$ cat config.mk
export PLATFORM = sky130hd
export DESIGN_NAME = bus_arbiter_flat
export DESIGN_NICKNAME = d
export VERILOG_FILES = /design/src/rtl/bus_arbiter_if.sv /design/src/rtl/bus_arbiter.sv /design/src/flat_wrapper.sv
export SDC_FILE = /design/constraint.sdc
export NUM_CORES = 1
export LEC_CHECK = 0
export CORE_AREA = 3 3 206 208
export CTS_BUF_LIST = sky130_fd_sc_hd__clkbuf_4 sky130_fd_sc_hd__clkbuf_8 sky130_fd_sc_hd__clkbuf_16
export DETAILED_ROUTE_END_ITERATION = 16
export DIE_AREA = 0 0 209 211
export PLACE_DENSITY_LB_ADDON = 0.12
export SYNTH_ARGS = -nofsm -noshare
export SYNTH_HDL_FRONTEND = slang
export SYNTH_SLANG_ARGS = --single-unit
$ cat constraint.sdc
create_clock -name clk -period 2 [get_ports clk]
set_input_delay 0.6 -clock clk [delete_from_list [all_inputs] [get_ports clk]]
set_output_delay 0.6 -clock clk [all_outputs]
set_load 0.03 [all_outputs]
$ cat src/rtl/bus_arbiter_if.sv
// Shared split-transaction bus bundle: per-agent request/command lanes in, grant and broadcast bus out.
// master = arbiter side, slave = agent side.
interface bus_arbiter_if #(
  parameter int NREQ = 4
);
  logic [NREQ-1:0]    agt_req;
  logic [3*NREQ-1:0]  agt_cmd;
  logic [5*NREQ-1:0]  agt_tag;
  logic [30*NREQ-1:0] agt_addr;
  logic [64*NREQ-1:0] agt_data;
  logic [NREQ-1:0]    agt_nack;
  logic [NREQ-1:0]    agt_grant;
  logic [2:0]         bus_cycle;
  logic               bus_valid;
  logic [2:0]         bus_cmd;
  logic [4:0]         bus_tag;
  logic [29:0]        bus_addr;
  logic [63:0]        bus_data;
  logic               bus_nack;

  modport master (
    input  agt_req, agt_cmd, agt_tag, agt_addr, agt_data, agt_nack,
    output agt_grant, bus_cycle, bus_valid, bus_cmd, bus_tag, bus_addr, bus_data, bus_nack
  );

  modport slave (
    output agt_req, agt_cmd, agt_tag, agt_addr, agt_data, agt_nack,
    input  agt_grant, bus_cycle, bus_valid, bus_cmd, bus_tag, bus_addr, bus_data, bus_nack
  );
endinterface

$ cat src/rtl/bus_arbiter.sv
// 8-beat slot arbiter/mux: beat counter, round-robin grant in beat 7, owner mux for the next slot.
// Define BUSARB_FIXED_PRIO_EN for lowest-index-wins fixed priority instead of round-robin.
module bus_arbiter #(
  parameter int NREQ = 4
) (
  input  logic          clk,
  input  logic          rst,
  bus_arbiter_if.master bus
);
  logic [2:0]      cycle_q, cycle_d;
  logic [NREQ-1:0] grant_q, grant_d;
  logic [NREQ-1:0] owner_q, owner_d;
  logic [NREQ-1:0] pick;
  logic            found;

`ifdef BUSARB_FIXED_PRIO_EN
  always_comb begin
    pick  = '0;
    found = 1'b0;
    for (int i = 0; i < NREQ; i++) begin
      if (!found && bus.agt_req[i]) begin
        pick[i] = 1'b1;
        found   = 1'b1;
      end
    end
  end
`else
  localparam int PW = (NREQ > 1) ? $clog2(NREQ) : 1;
  logic [PW-1:0] ptr_q, ptr_d, pick_idx;

  // Search starts one past the last winner; k walks distance, i stays constant so no dynamic index.
  always_comb begin
    pick     = '0;
    pick_idx = ptr_q;
    found    = 1'b0;
    for (int k = 1; k <= NREQ; k++) begin
      for (int i = 0; i < NREQ; i++) begin
        if (!found && bus.agt_req[i] && (((int'(ptr_q) + k) % NREQ) == i)) begin
          pick[i]  = 1'b1;
          pick_idx = PW'(i);
          found    = 1'b1;
        end
      end
    end
    ptr_d = ptr_q;
    if (cycle_q == 3'd6 && found) ptr_d = pick_idx;
  end

  always_ff @(posedge clk or posedge rst) begin
    if (rst) ptr_q <= PW'(NREQ - 1);
    else     ptr_q <= ptr_d;
  end
`endif

  always_comb begin
    cycle_d = cycle_q + 3'd1;
    grant_d = (cycle_q == 3'd6) ? pick : '0;
    owner_d = (cycle_q == 3'd7) ? grant_q : owner_q;
  end

  always_ff @(posedge clk or posedge rst) begin
    if (rst) begin
      cycle_q <= '0;
      grant_q <= '0;
      owner_q <= '0;
    end else begin
      cycle_q <= cycle_d;
      grant_q <= grant_d;
      owner_q <= owner_d;
    end
  end

  assign bus.agt_grant = grant_q;
  assign bus.bus_cycle = cycle_q;

  always_comb begin
    bus.bus_cmd  = '0;
    bus.bus_tag  = '0;
    bus.bus_addr = '0;
    bus.bus_data = '0;
    for (int i = 0; i < NREQ; i++) begin
      if (owner_q[i]) begin
        bus.bus_cmd  = bus.agt_cmd[3*i +: 3];
        bus.bus_tag  = bus.agt_tag[5*i +: 5];
        bus.bus_addr = bus.agt_addr[30*i +: 30];
        bus.bus_data = bus.agt_data[64*i +: 64];
      end
    end
    bus.bus_valid = (|owner_q) && (cycle_q == 3'd0);
    bus.bus_nack  = bus.bus_valid & (|bus.agt_nack);
  end
endmodule

$ cat src/flat_wrapper.sv
// flat-port wrapper written by rule: the top's interface ports become plain ports
module bus_arbiter_flat 
#(
  parameter int NREQ = 4
)
  (clk, rst, bus_agt_req, bus_agt_cmd, bus_agt_tag, bus_agt_addr, bus_agt_data, bus_agt_nack, bus_agt_grant, bus_bus_cycle, bus_bus_valid, bus_bus_cmd, bus_bus_tag, bus_bus_addr, bus_bus_data, bus_bus_nack);
  bus_arbiter_if #(.NREQ(NREQ)) bus_i ();
  input  logic clk;
  input  logic rst;
  input wire logic [$bits(bus_i.agt_req)-1:0] bus_agt_req;
  input wire logic [$bits(bus_i.agt_cmd)-1:0] bus_agt_cmd;
  input wire logic [$bits(bus_i.agt_tag)-1:0] bus_agt_tag;
  input wire logic [$bits(bus_i.agt_addr)-1:0] bus_agt_addr;
  input wire logic [$bits(bus_i.agt_data)-1:0] bus_agt_data;
  input wire logic [$bits(bus_i.agt_nack)-1:0] bus_agt_nack;
  output wire logic [$bits(bus_i.agt_grant)-1:0] bus_agt_grant;
  output wire logic [$bits(bus_i.bus_cycle)-1:0] bus_bus_cycle;
  output wire logic [$bits(bus_i.bus_valid)-1:0] bus_bus_valid;
  output wire logic [$bits(bus_i.bus_cmd)-1:0] bus_bus_cmd;
  output wire logic [$bits(bus_i.bus_tag)-1:0] bus_bus_tag;
  output wire logic [$bits(bus_i.bus_addr)-1:0] bus_bus_addr;
  output wire logic [$bits(bus_i.bus_data)-1:0] bus_bus_data;
  output wire logic [$bits(bus_i.bus_nack)-1:0] bus_bus_nack;
  assign bus_i.agt_req = bus_agt_req;
  assign bus_i.agt_cmd = bus_agt_cmd;
  assign bus_i.agt_tag = bus_agt_tag;
  assign bus_i.agt_addr = bus_agt_addr;
  assign bus_i.agt_data = bus_agt_data;
  assign bus_i.agt_nack = bus_agt_nack;
  assign bus_agt_grant = bus_i.agt_grant;
  assign bus_bus_cycle = bus_i.bus_cycle;
  assign bus_bus_valid = bus_i.bus_valid;
  assign bus_bus_cmd = bus_i.bus_cmd;
  assign bus_bus_tag = bus_i.bus_tag;
  assign bus_bus_addr = bus_i.bus_addr;
  assign bus_bus_data = bus_i.bus_data;
  assign bus_bus_nack = bus_i.bus_nack;
  bus_arbiter #(.NREQ(NREQ)) u_core (.clk(clk), .rst(rst), .bus(bus_i));
endmodule
# Word level (Yosys, flattened, before mapping)
# Index checks and enable logic that the tools add are counted.
# op_classes
addsub	5
eq_ne	14
muxes	64
bitwise_logic	5
reduce_logical	61
# ops
op	count
64-bit 2-to-1 mux	4
32-bit zero test	4
30-bit 2-to-1 mux	4
1-bit logical AND	33
2-bit 2-to-1 mux	16
1-bit 2-to-1 mux	31
3-bit equality test, second input constant	10
5-bit 2-to-1 mux	4
16-bit nonzero test	1
1-bit zero test	15
3-bit by 2-bit equality test with 1-bit output, second input constant	4
3-bit 2-to-1 mux	4
2-bit OR reduction	4
4-bit OR reduction	2
2-bit by 1-bit adder with 2-bit output, second input constant	2
2-bit adder, second input constant	2
1-bit bitwise AND, first input constant	4
4-bit 2-to-1 mux	1
3-bit by 1-bit adder with 3-bit output, second input constant	1
3-bit zero test	1
2-bit AND reduction	1
1-bit bitwise AND	1
# totals
ff_bits	13
in_bits	418
out_inout_bits	111
elab_cells	153

# Longest topological paths before layout
# Gate-level depths: netlist (run 1).
# logic_depth
word_depth	68
depth_mapped	6
mapped_depth_nobuf	6

# Least setup slack after synthesis (run 1)
# No wires, ideal clock.
# synth_timing
path_type	reg-to-output
start	reg u_core.cycle_q[0], in the netlist u_core.bus.bus_cycle[0]
end	out bus_bus_nack
arrival_time_ns	2.020
required_ns	1.400
setup_slack_ns	-0.620
path_stages_with_launch	5
path_buffers	0
path_cell_list	dfrtp_1 inv_1 ha_1 nor3b_1 o41a_1
# synth_between
elab_chain_len	3
# synth_rtl
item	line_no	source
start: declaration	bus_arbiter.sv:10	logic [2:0] cycle_q, cycle_d;
start signal: assignment	bus_arbiter.sv:67	cycle_q <= cycle_d;
3-bit zero test	bus_arbiter.sv:89	bus.bus_valid = (|owner_q) && (cycle_q == 3'd0);
1-bit logical AND	bus_arbiter.sv:89	
via bus_bus_valid	flat_wrapper.sv:18	output wire logic [$bits(bus_i.bus_valid)-1:0] bus_bus_valid;
1-bit bitwise AND	bus_arbiter.sv:90	bus.bus_nack = bus.bus_valid & (|bus.agt_nack);
end: declaration	flat_wrapper.sv:23	output wire logic [$bits(bus_i.bus_nack)-1:0] bus_bus_nack;
# The timed path passes the listed nets, and every way through them passes these cells.

# Worst setup path after layout (run 1)
# layout_timing
start	reg u_core.owner_q[1]
end	out bus_bus_addr[24]
# layout_between
elab_chain_len	3
# layout_rtl
item	line_no	source
start: declaration	bus_arbiter.sv:12	logic [NREQ-1:0] owner_q, owner_d;
start signal: assignment	bus_arbiter.sv:69	owner_q <= owner_d;
30-bit 2-to-1 mux (3 in a row)	bus_arbiter.sv:82	if (owner_q[i]) begin
end: declaration	flat_wrapper.sv:21	output wire logic [$bits(bus_i.bus_addr)-1:0] bus_bus_addr;
# No other way between the ends.

==> flow_summary.toml, run 1 <==
[detailed_routing]
post_drt_via_cell_ratio = 4.08
drt-wirelength-per-cell_um = 20.2
via_count_of_the_routed_design = 6729
drc = 0
firstDrtPassIters = 4
drt-initial-drc-count = 192
drt_wl_total_um = 33300
final_antenna_net_count = 0

[global_route]
global_route.usage.total_pct = 14.1
global_route.peak_usage_layer = "met2"
met3_usage_pct = 2.47
grt_use_met2_pct = 28.1
grt_pass1_vias = 7265
grt_first_pass_wirelength_um = 48400
grt_start_max_net_pins = 35
grt_remaining_overflow = 0
grt.met1_usage_pct = 16.3
antenna_found_initial = 0

[cts]
clk_pin_slew_ns = 0.04
clock_tree.buffer_depth = 2
ctsRootBufferMaster = "clkbuf_16"
cts_buffers = 3
post_cts_hold_buffer_count = 0
cts_tree = "yes"
htree_num_levels = 1
clk_latency_ns = 0.24
tritoncts_num_sinks = 13

[finish]
antenna_cells = 0
fillerInstances = 4172
fin_nets = 1539
layout-area-overhead-vs-synth_pct = 183
layout-drive-gt1-share_pct = 39.2
finish.cell_count_without_fillers = 1648

[critical_path]
rr_worst_depth = 4
setup.worst_path.start_class = "register"
worst-path-buf-inv = 5
crit-reg2reg-capture = "u_core.owner_q[2]"
critical_path_required_time_ns = 1.40
cp_cell_sequence = "buf_8, buf_12, buf_12, buf_12, a221oi_4, o31ai_4, buf_6"
worstSetupPathType = "reg2out"
end_kind = "output pin"
critPathMostFrequentCell = "buf_12"
critical_path_peak_fanout = 7
crit_slowest_cell = "dfrtp_4"
ff2ff_setup_slack_ns = 0.62
critical_path_arrival_ns = 1.86
cpLargestDelayFamily = "buffers and inverters"
critical_path.reg2reg.startpoint = "u_core.bus.bus_cycle[1]"
cp_slowest_stage_delay_ns = 0.49

[timing]
final-hold-violation-count = 0
fin_ws_ns = -0.460
timing.final.max_slew_violations = 0
setup_repair_after_global_routing_missed_its_margin = "yes"
timing.final.crit_share_pct = 123
setup_violations = 104
timing.fmax_ghz = 0.406
max_slew_margin_pct = 66.2
final.hold.worst_slack_ns = 0.455
min_period_ns = 2.46
worstMarginPinSlew_ns = 0.507
worst_clock_skew_ns = 0.000966

[place]
hpwlAfterDp_um = 27900
post-place-cells = 1621
buffer_ports.inserted = 528
globalplace.congestion = 0.784

[synth]
synthesis.instances = 540
synthArstFlopShare_pct = 100
ys_types = 32
synth.most_common_cell = "nand2_1"
synth_compound_gate_area_share_pct = 57.2
netlist_area_mm2 = 0.00483
synth-seq-area-share_pct = 6.79
synth_edf_count = 0
synthSimpleGateAreaFrac_pct = 23.7
largest_family_of_logic_cells_by_synthesized_area = "compound AO/OA/AOI/OAI gates"
area_share_of_the_largest_cell_type_after_synthesis_pct = 28.0
yosys.area_share.adder_pct = 1.04
ranking_of_synthesized_cells_by_instance_count = "nand2_1 (104), nor2b_1 (103), a221oi_2 (90), o31ai_2 (90), buf_2 (31)"
post_synth.cell_area_avg_um2 = 8.94
mappedNetlistNets = 962
synth-warning-count = 0
synth_xor_area_share_pct = 0
synth_top_flop_cell = "dfrtp_1"
netlist_top_cells_area = "a221oi_2 (28%), o31ai_2 (23%), nor2b_1 (13%)"
muxShareOfSynthArea_pct = 0.933
area_leader_netlist = "a221oi_2"
yosys_register_bits = 13

[floorplan]
area_of_the_placeable_core_mm2 = 0.0407
pin_count = 529
starting_density_of_the_core_pct = 11.8
floorplan.rows = 74
dieWidth_um = 209
die_area_mm2 = 0.0441
die_outline_height_um = 211

[power]
internal_power_uw = 5330
cellLeakagePower_uw = 0.00485
combinationalPowerShare_pct = 92.7
power.clock.fraction_pct = 3.8
peakVddDrop_mv = 0.377
pwr-share-seq_pct = 3.5
power_per_cell_area_mw_per_mm2 = 742
power.switching_uw = 4790
report.power.total_uw = 10100
net_switching_share_of_the_total_power_pct = 47.3

[outcome]
outcome = "complete, but fails checks"
failed_checks = "negative setup slack"

[min_path]
worst_min_path_class = "reg2reg"
hold-path-cell-count = 1
hold_path_end = "u_core.bus.bus_cycle[0]"
holdCritStartpoint = "u_core.bus.bus_cycle[0]"

[flow_run]
max_cap_violations = 0
[power groups by stage]
| stage | Combinational [µW] | Clock [µW] | Sequential (µW) |
|---|---|---|---|
| 3_5_place_dp | 8020 | 0 | 354 |
| 2_1_floorplan | 4740 | 0 | 315 |
| 3_3_place_gp | 8040 | 0 | 356 |
| 5_1_grt | 9850 | 411 | 361 |
| 6_report | 9370 | 387 | 356 |
| 4_1_cts | 9380 | 397 | 357 |
[per-layer routing]
metal / part of all wire (%) / vias up
met5: 0 / -
li1: - / 3271
met3: 5.3 / 4
met2: 56 / 245
met4: 0.26 / 0
met1: 39 / 3209
[metrics by stage]
step | TNS, ns | cell area, µm² | utilization [%] | worst slack, ns
2_1_floorplan | -1.80 | 5590 | - | -0.139
3_3_place_gp | -24.06 | 12000 | 29.3 | -0.675
3_5_place_dp | -24.29 | 12000 | 29.3 | -0.722
4_1_cts | -42.51 | 13500 | 33.1 | -0.489
5_1_grt | -46.79 | 13600 | 33.5 | -0.536
6_report | -39.45 | 13600 | 33.5 | -0.460
[cell usage in the layout, fill, tap and decap left out, drive strengths merged]
master / Yosys / routed
nand3: 1 / 1
a31oi: 2 / 2
a221oi: 101 / 101
a21oi: 6 / 6
o221ai: 1 / 1
nor4: 1 / 1
dfrtp: 11 / 11
o2111ai: 1 / 1
o22ai: 1 / 1
nand2: 104 / 104
o31ai: 103 / 103
nand2b: 2 / 2
dfstp: 2 / 2
clkbuf: 25 / 6
nor2: 10 / 10
dlygate4sd2: 0 / 2
inv: 4 / 4
nor3b: 1 / 1
and4: 1 / 1
o41a: 1 / 1
mux2: 4 / 4
dlymetal6s2s: 0 / 2
nor3: 2 / 2
nand3b: 1 / 1
ha: 4 / 4
bufbuf: 0 / 3
o21ai: 2 / 2
nor2b: 104 / 104
clkdlybuf4s50: 0 / 420
buf: 45 / 213
[flip-flops by register name, summed over array words and instances, names as in the netlist]
name,flops
u_core.ptr_q,2
u_core.owner_q,4
u_core.bus.bus_cycle,3
u_core.bus.agt_grant,4
[repair_timing]
action,4_1_cts,5_1_grt
setup buffers,16,4
resized for setup,184,24
gates cloned,5,1
endpoints found under the setup margin,105,105
pin swaps,30,23
hold endpoints to repair,0,0
[cells by family after synthesis]
family	count (synthesis)
buffers and inverters	74
AOI/OAI and AO/OA	218
adders and majority gates	4
muxes	4
and+or+nand+nor	227
DFF	13
[final cells by class]
cell class / count / area (µm²) / area share, %
repair buffers: 642 / 7040 / 51.6
multi-input cells: 453 / 5490 / 40.3
well taps: 532 / 666 / 4.88
flip-flops and latches: 13 / 339 / 2.49
clock buffers: 4 / 82.6 / 0.605
inverters: 4 / 15.0 / 0.110
[how the worst max path moves through the flow]
stage	startpoint	end	slack, ns	cells past startpoint
detailed placement	bus_agt_tag[7]	bus_bus_tag[2]	-0.72	5
global route	u_core.owner_q[1]	bus_bus_addr[22]	-0.54	6
global placement	bus_agt_tag[7]	bus_bus_tag[2]	-0.68	5
finish	u_core.owner_q[1]	bus_bus_addr[24]	-0.46	7
floorplan	u_core.bus.bus_cycle[0]	bus_bus_nack	-0.14	4
CTS	u_core.owner_q[1]	bus_bus_addr[24]	-0.49	7
(Power assumes the default switching activity.)
==> run 2: changes to the inputs <==
GPL_TIMING_DRIVEN = 0   (was default)
==> flow_summary.toml, run 2 (same netlist as run 1, synthesis figures left out) <==
[floorplan]
area_of_the_placeable_core_mm2 = 0.0407
die_area_mm2 = 0.0441
pin_count = 529
starting_density_of_the_core_pct = 11.8
floorplan.rows = 74
die_outline_height_um = 211
dieWidth_um = 209

[cts]
cts_buffers = 3
post_cts_hold_buffer_count = 0
ctsRootBufferMaster = "clkbuf_16"
clk_latency_ns = 0.24
htree_num_levels = 1
tritoncts_num_sinks = 13
cts_tree = "yes"
clock_tree.buffer_depth = 2
clk_pin_slew_ns = 0.04

[finish]
most-common-layout-cells = "clkdlybuf4s50_1 (418), nand2_1 (104), nor2b_1 (100), buf_6 (88), a221oi_2 (84)"
layout.core_utilization_pct = 30.1
layout-drive-gt1-share_pct = 37.0
fin_nets = 1502
most_common_cell_after_layout_fill_and_taps_aside = "clkdlybuf4s50_1"
layout-area-overhead-vs-synth_pct = 154

[detailed_routing]
post_drt_via_cell_ratio = 4.10
drc = 0
drt-initial-drc-count = 232
firstDrtPassIters = 4
via_count_of_the_routed_design = 6620
final_antenna_net_count = 0
drt-wirelength-per-cell_um = 23.1
drt_wl_total_um = 37400

[critical_path]
crit-reg2reg-capture = "u_core.ptr_q[1]"
rr_worst_depth = 6
worstSetupPathDepth = 7
cp_slowest_stage_delay_ns = 0.36
critical_path_peak_fanout = 10
ff2ff_setup_slack_ns = 0.64
setup.worst_path.start_class = "register"
cp_cell_sequence = "buf_6, nor2b_4, buf_12, buf_12, a221oi_2, o31ai_2, buf_4"
critical_path_required_time_ns = 1.40
critPathMostFrequentCell = "buf_12"
end_kind = "output pin"
worstSetupPathType = "reg2out"
crit_slowest_cell = "dfrtp_1"
worst-path-buf-inv = 4
critical_path_arrival_ns = 1.81
cpLargestDelayFamily = "buffers and inverters"
critical_path.reg2reg.startpoint = "u_core.bus.bus_cycle[0]"

[min_path]
hold_path_end = "u_core.owner_q[3]"
worst_min_path_class = "reg2reg"
holdCritStartpoint = "u_core.bus.agt_grant[3]"
hold-path-cell-count = 1

[power]
cellLeakagePower_uw = 0.00443
peakVddDrop_mv = 0.267
power_per_cell_area_mw_per_mm2 = 740

[outcome]
outcome = "complete, but fails checks"
failed_checks = "negative setup slack"

[timing]
worst_clock_skew_ns = 0.000591
final.hold.worst_slack_ns = 0.526
setup_violations = 104
min_period_ns = 2.41
final-hold-violation-count = 0
timing.fmax_ghz = 0.416
setup_repair_after_global_routing_missed_its_margin = "yes"
timing.final.crit_share_pct = 120
worstMarginPinSlew_ns = 0.540
fin_ws_ns = -0.405
max_slew_margin_pct = 64.0
timing.final.max_slew_violations = 0

[place]
buffer_ports.inserted = 528
placement_setup_slack_ns = -1.24
hpwlAfterDp_um = 31000
globalplace.congestion = 0.758

[global_route]
grt_remaining_overflow = 0
grt_pass1_vias = 7442
global_route.usage.total_pct = 16.0
antenna_found_initial = 3
grt_first_pass_wirelength_um = 53300
grt_start_max_net_pins = 14

[flow_run]
max_cap_violations = 0
==> run 2: changes by cell type in the layout (fill, tap and decap cells not counted), sizes merged <==
cell | previous run | this run
clkdlybuf4s50 | 420 | 418
bufbuf | 3 | 0
dlygate4sd2 | 2 | 3
clkbuf | 6 | 29
buf | 213 | 156
dlymetal6s2s | 2 | 3
diode | 0 | 4
==> run 2: stage by stage <==
step                total power, µW  area [µm²]  std cells  TNS (ns)
floorplan                      5050        5590        540     -1.80
global placement               8190       11500       1600   -112.99
detailed placement             8170       11500       1600   -112.31
CTS                            9170       12200       1611    -36.27
global route                   9560       12300       1614    -40.18
finish                         9080       12300       1615    -33.27
==> run 2: what timing repair did <==
action	in CTS	in global routing
cloned	1	0
resized for setup	807	33
buffers inserted	6	0
setup endpoints to repair	106	106
pin swaps	4	6
==> run 2: area by class of cell <==
type | count | area [µm²]
plain buffers | 70 | 719
fillers | 4291 | 28500
flip-flops and latches | 13 | 329
well taps | 532 | 666
repair buffers | 535 | 5430
clock buffers | 4 | 82.6
inverters | 4 | 15.0
multi-input cells | 453 | 5030
diodes | 4 | 10.0
==> run 2: metal layers <==
| layer | track usage, % | up-vias | share of wire, % |
|---|---|---|---|
| li1 | - | 3191 | - |
| met1 | 19.3 | 3143 | 40 |
| met2 | 30.0 | 261 | 53 |
| met3 | 3.09 | 25 | 5.6 |
| met4 | 2.36 | 0 | 1.4 |
| met5 | 0 | - | 0 |
==> run 2: worst max path at each step <==
stage                            end                     from  slack, ns
CTS                 bus_bus_data[12]        u_core.owner_q[1]      -0.43
finish              bus_bus_data[12]        u_core.owner_q[1]      -0.41
floorplan               bus_bus_nack  u_core.bus.bus_cycle[0]      -0.14
detailed placement    bus_bus_tag[3]        u_core.owner_q[3]      -1.24
global placement      bus_bus_tag[4]        u_core.owner_q[3]      -1.22
global route        bus_bus_data[12]        u_core.owner_q[1]      -0.48
==> run 2: worst register-to-register path, stage by stage, from the launching register on <==
cell,delay [ns]
dfrtp_1,0.41
inv_1,0.12
ha_1,0.19
nand2_1,0.09
a21oi_1,0.27
nor2_1,0.07
a31oi_1,0.15
==> run 2: where the power goes <==
group          switching (µW)  internal [µW]  leakage [µW]
logic                    4500           3870       0.00423
clock network             111            282     0.0000416
registers                20.4            299      0.000165
total                    4630           4450       0.00443
==> run 3: changes to the inputs <==
CORE_AREA = 2 2 205 207   (was 3 3 206 208)
DIE_AREA = 0 0 207 209   (was 0 0 209 211)
==> flow_summary.toml, run 3 (same netlist as run 1, synthesis figures left out) <==
[outcome]
outcome = "complete, but fails checks"
failed_checks = "negative setup slack"

[critical_path]
critical_path.reg2reg.startpoint = "u_core.bus.bus_cycle[0]"
crit-reg2reg-capture = "u_core.ptr_q[0]"
setup.worst_path.start_class = "register"
critical_path_peak_fanout = 10
critical_path_arrival_ns = 1.86
ff2ff_setup_slack_ns = 0.64
rr_worst_depth = 6
worstSetupPathType = "reg2out"
critical_path_required_time_ns = 1.40
end_kind = "output pin"

[timing]
max_slew_margin_pct = 63.0
worstMarginPinSlew_ns = 0.555
setup_repair_after_global_routing_missed_its_margin = "yes"
timing.fmax_ghz = 0.407
min_period_ns = 2.46
timing.final.max_slew_violations = 0
tns_ns = -40.00
timing.final.crit_share_pct = 123
worst_clock_skew_ns = 0.00216
fin_ws_ns = -0.460
final-hold-violation-count = 0
setup_violations = 104

[cts]
cts_buffers = 3
tritoncts_num_sinks = 13
clk_pin_slew_ns = 0.05
htree_num_levels = 1
ctsRootBufferMaster = "clkbuf_16"
clock_tree.buffer_depth = 2
post_cts_hold_buffer_count = 0
clk_latency_ns = 0.24
cts_tree = "yes"

[global_route]
grt_pass1_vias = 7465
grt_first_pass_wirelength_um = 52900
antenna_found_initial = 2
global_route.usage.total_pct = 16.0
grt_start_max_net_pins = 14
grt_remaining_overflow = 0

[finish]
layout-drive-gt1-share_pct = 37.9
fin_nets = 1530
layout.core_utilization_pct = 31.0
layout-area-overhead-vs-synth_pct = 165
most_common_cell_after_layout_fill_and_taps_aside = "clkdlybuf4s50_1"
finish.cell_count_without_fillers = 1649
most-common-layout-cells = "clkdlybuf4s50_1 (421), nand2_1 (104), nor2b_1 (100), buf_6 (99), o31ai_4 (80)"

[place]
globalplace.congestion = 0.796
post-place-cells = 1607
buffer_ports.inserted = 528
hpwlAfterDp_um = 29700

[power]
cellLeakagePower_uw = 0.00459
peakVddDrop_mv = 0.317
power_per_cell_area_mw_per_mm2 = 740

[floorplan]
area_of_the_placeable_core_mm2 = 0.0413
starting_density_of_the_core_pct = 11.7
die_outline_height_um = 209
floorplan.rows = 75
dieWidth_um = 207
die_area_mm2 = 0.0433
pin_count = 529

[detailed_routing]
firstDrtPassIters = 4
final_antenna_net_count = 0
drt-initial-drc-count = 259
via_count_of_the_routed_design = 6841
post_drt_via_cell_ratio = 4.15
drt_wl_total_um = 36800
drc = 0
drt-wirelength-per-cell_um = 22.3

[min_path]
holdCritStartpoint = "u_core.bus.agt_grant[0]"
hold_path_end = "u_core.owner_q[0]"
hold-path-cell-count = 1
worst_min_path_class = "reg2reg"

[flow_run]
max_cap_violations = 0
-- run 3: cell types whose count changed in the layout (fill, tap and decap cells not counted), sizes merged --
cell / before / now
buf: 156 / 178
clkbuf: 29 / 34
clkdlybuf4s15: 0 / 1
clkdlybuf4s50: 418 / 421
diode: 4 / 3
dlymetal6s2s: 3 / 0
-- run 3: timing repair --
action | CTS | global route
resized for setup | 832 | 20
endpoints found under the setup margin | 105 | 104
pin swaps | 7 | 2
setup buffers | 21 | 8
cloned | 3 | 4
-- run 3: layout make-up --
type / instances / area (µm²)
flip-flops and latches: 13 / 329
well taps: 539 / 674
fillers: 4324 / 28500
clock buffers: 4 / 82.6
repair buffers: 564 / 5790
diodes: 3 / 7.51
multi-input cells: 453 / 5190
plain buffers: 69 / 722
inverters: 4 / 15.0
-- run 3: worst max path at each step --
stage,start,end,slack (ns),cells after the start
final,u_core.owner_q[1],bus_bus_data[56],-0.46,8
after global routing,u_core.owner_q[1],bus_bus_addr[21],-0.52,8
after CTS,u_core.owner_q[1],bus_bus_addr[16],-0.49,8
after detailed placement,u_core.owner_q[3],bus_bus_addr[29],-1.42,6
after global placement,u_core.owner_q[3],bus_bus_addr[29],-1.43,6
after floorplan,u_core.bus.bus_cycle[0],bus_bus_nack,-0.14,4
-- run 3: worst max-delay path, stage by stage (launching register included) --
cell	delay, ns
dfrtp_1	0.37
buf_6	0.15
nor2b_4	0.16
buf_6	0.13
buf_16	0.16
buf_12	0.16
a221oi_2	0.08
o31ai_4	0.23
buf_6	0.17
-- run 3: where the power goes --
part | switching [µW] | internal (µW) | total [µW]
sequential | 19.8 | 299 | 319
combinational | 4610 | 4160 | 8780
clock | 106 | 282 | 388
-- run 3: layer usage --
| metal | GRT usage, % | up-vias | share of wire (%) |
|---|---|---|---|
| li1 | - | 3261 | - |
| met1 | 19.0 | 3305 | 40 |
| met2 | 30.9 | 263 | 54 |
| met3 | 3.16 | 12 | 5.7 |
| met4 | 0.788 | 0 | 0.23 |
| met5 | 0 | - | 0 |
-- run 3: stage by stage --
stage | cell area (µm²) | hold slack (ns) | power (µW) | setup WS, ns
after detailed placement | 11600 | 0.495 | 8140 | -1.42
final | 12800 | 0.503 | 9490 | -0.460
after global routing | 12800 | 0.536 | 9960 | -0.523
after floorplan | 5590 | 0.476 | 5050 | -0.139
after global placement | 11600 | 0.492 | 8180 | -1.43
after CTS | 12600 | 0.510 | 9440 | -0.488
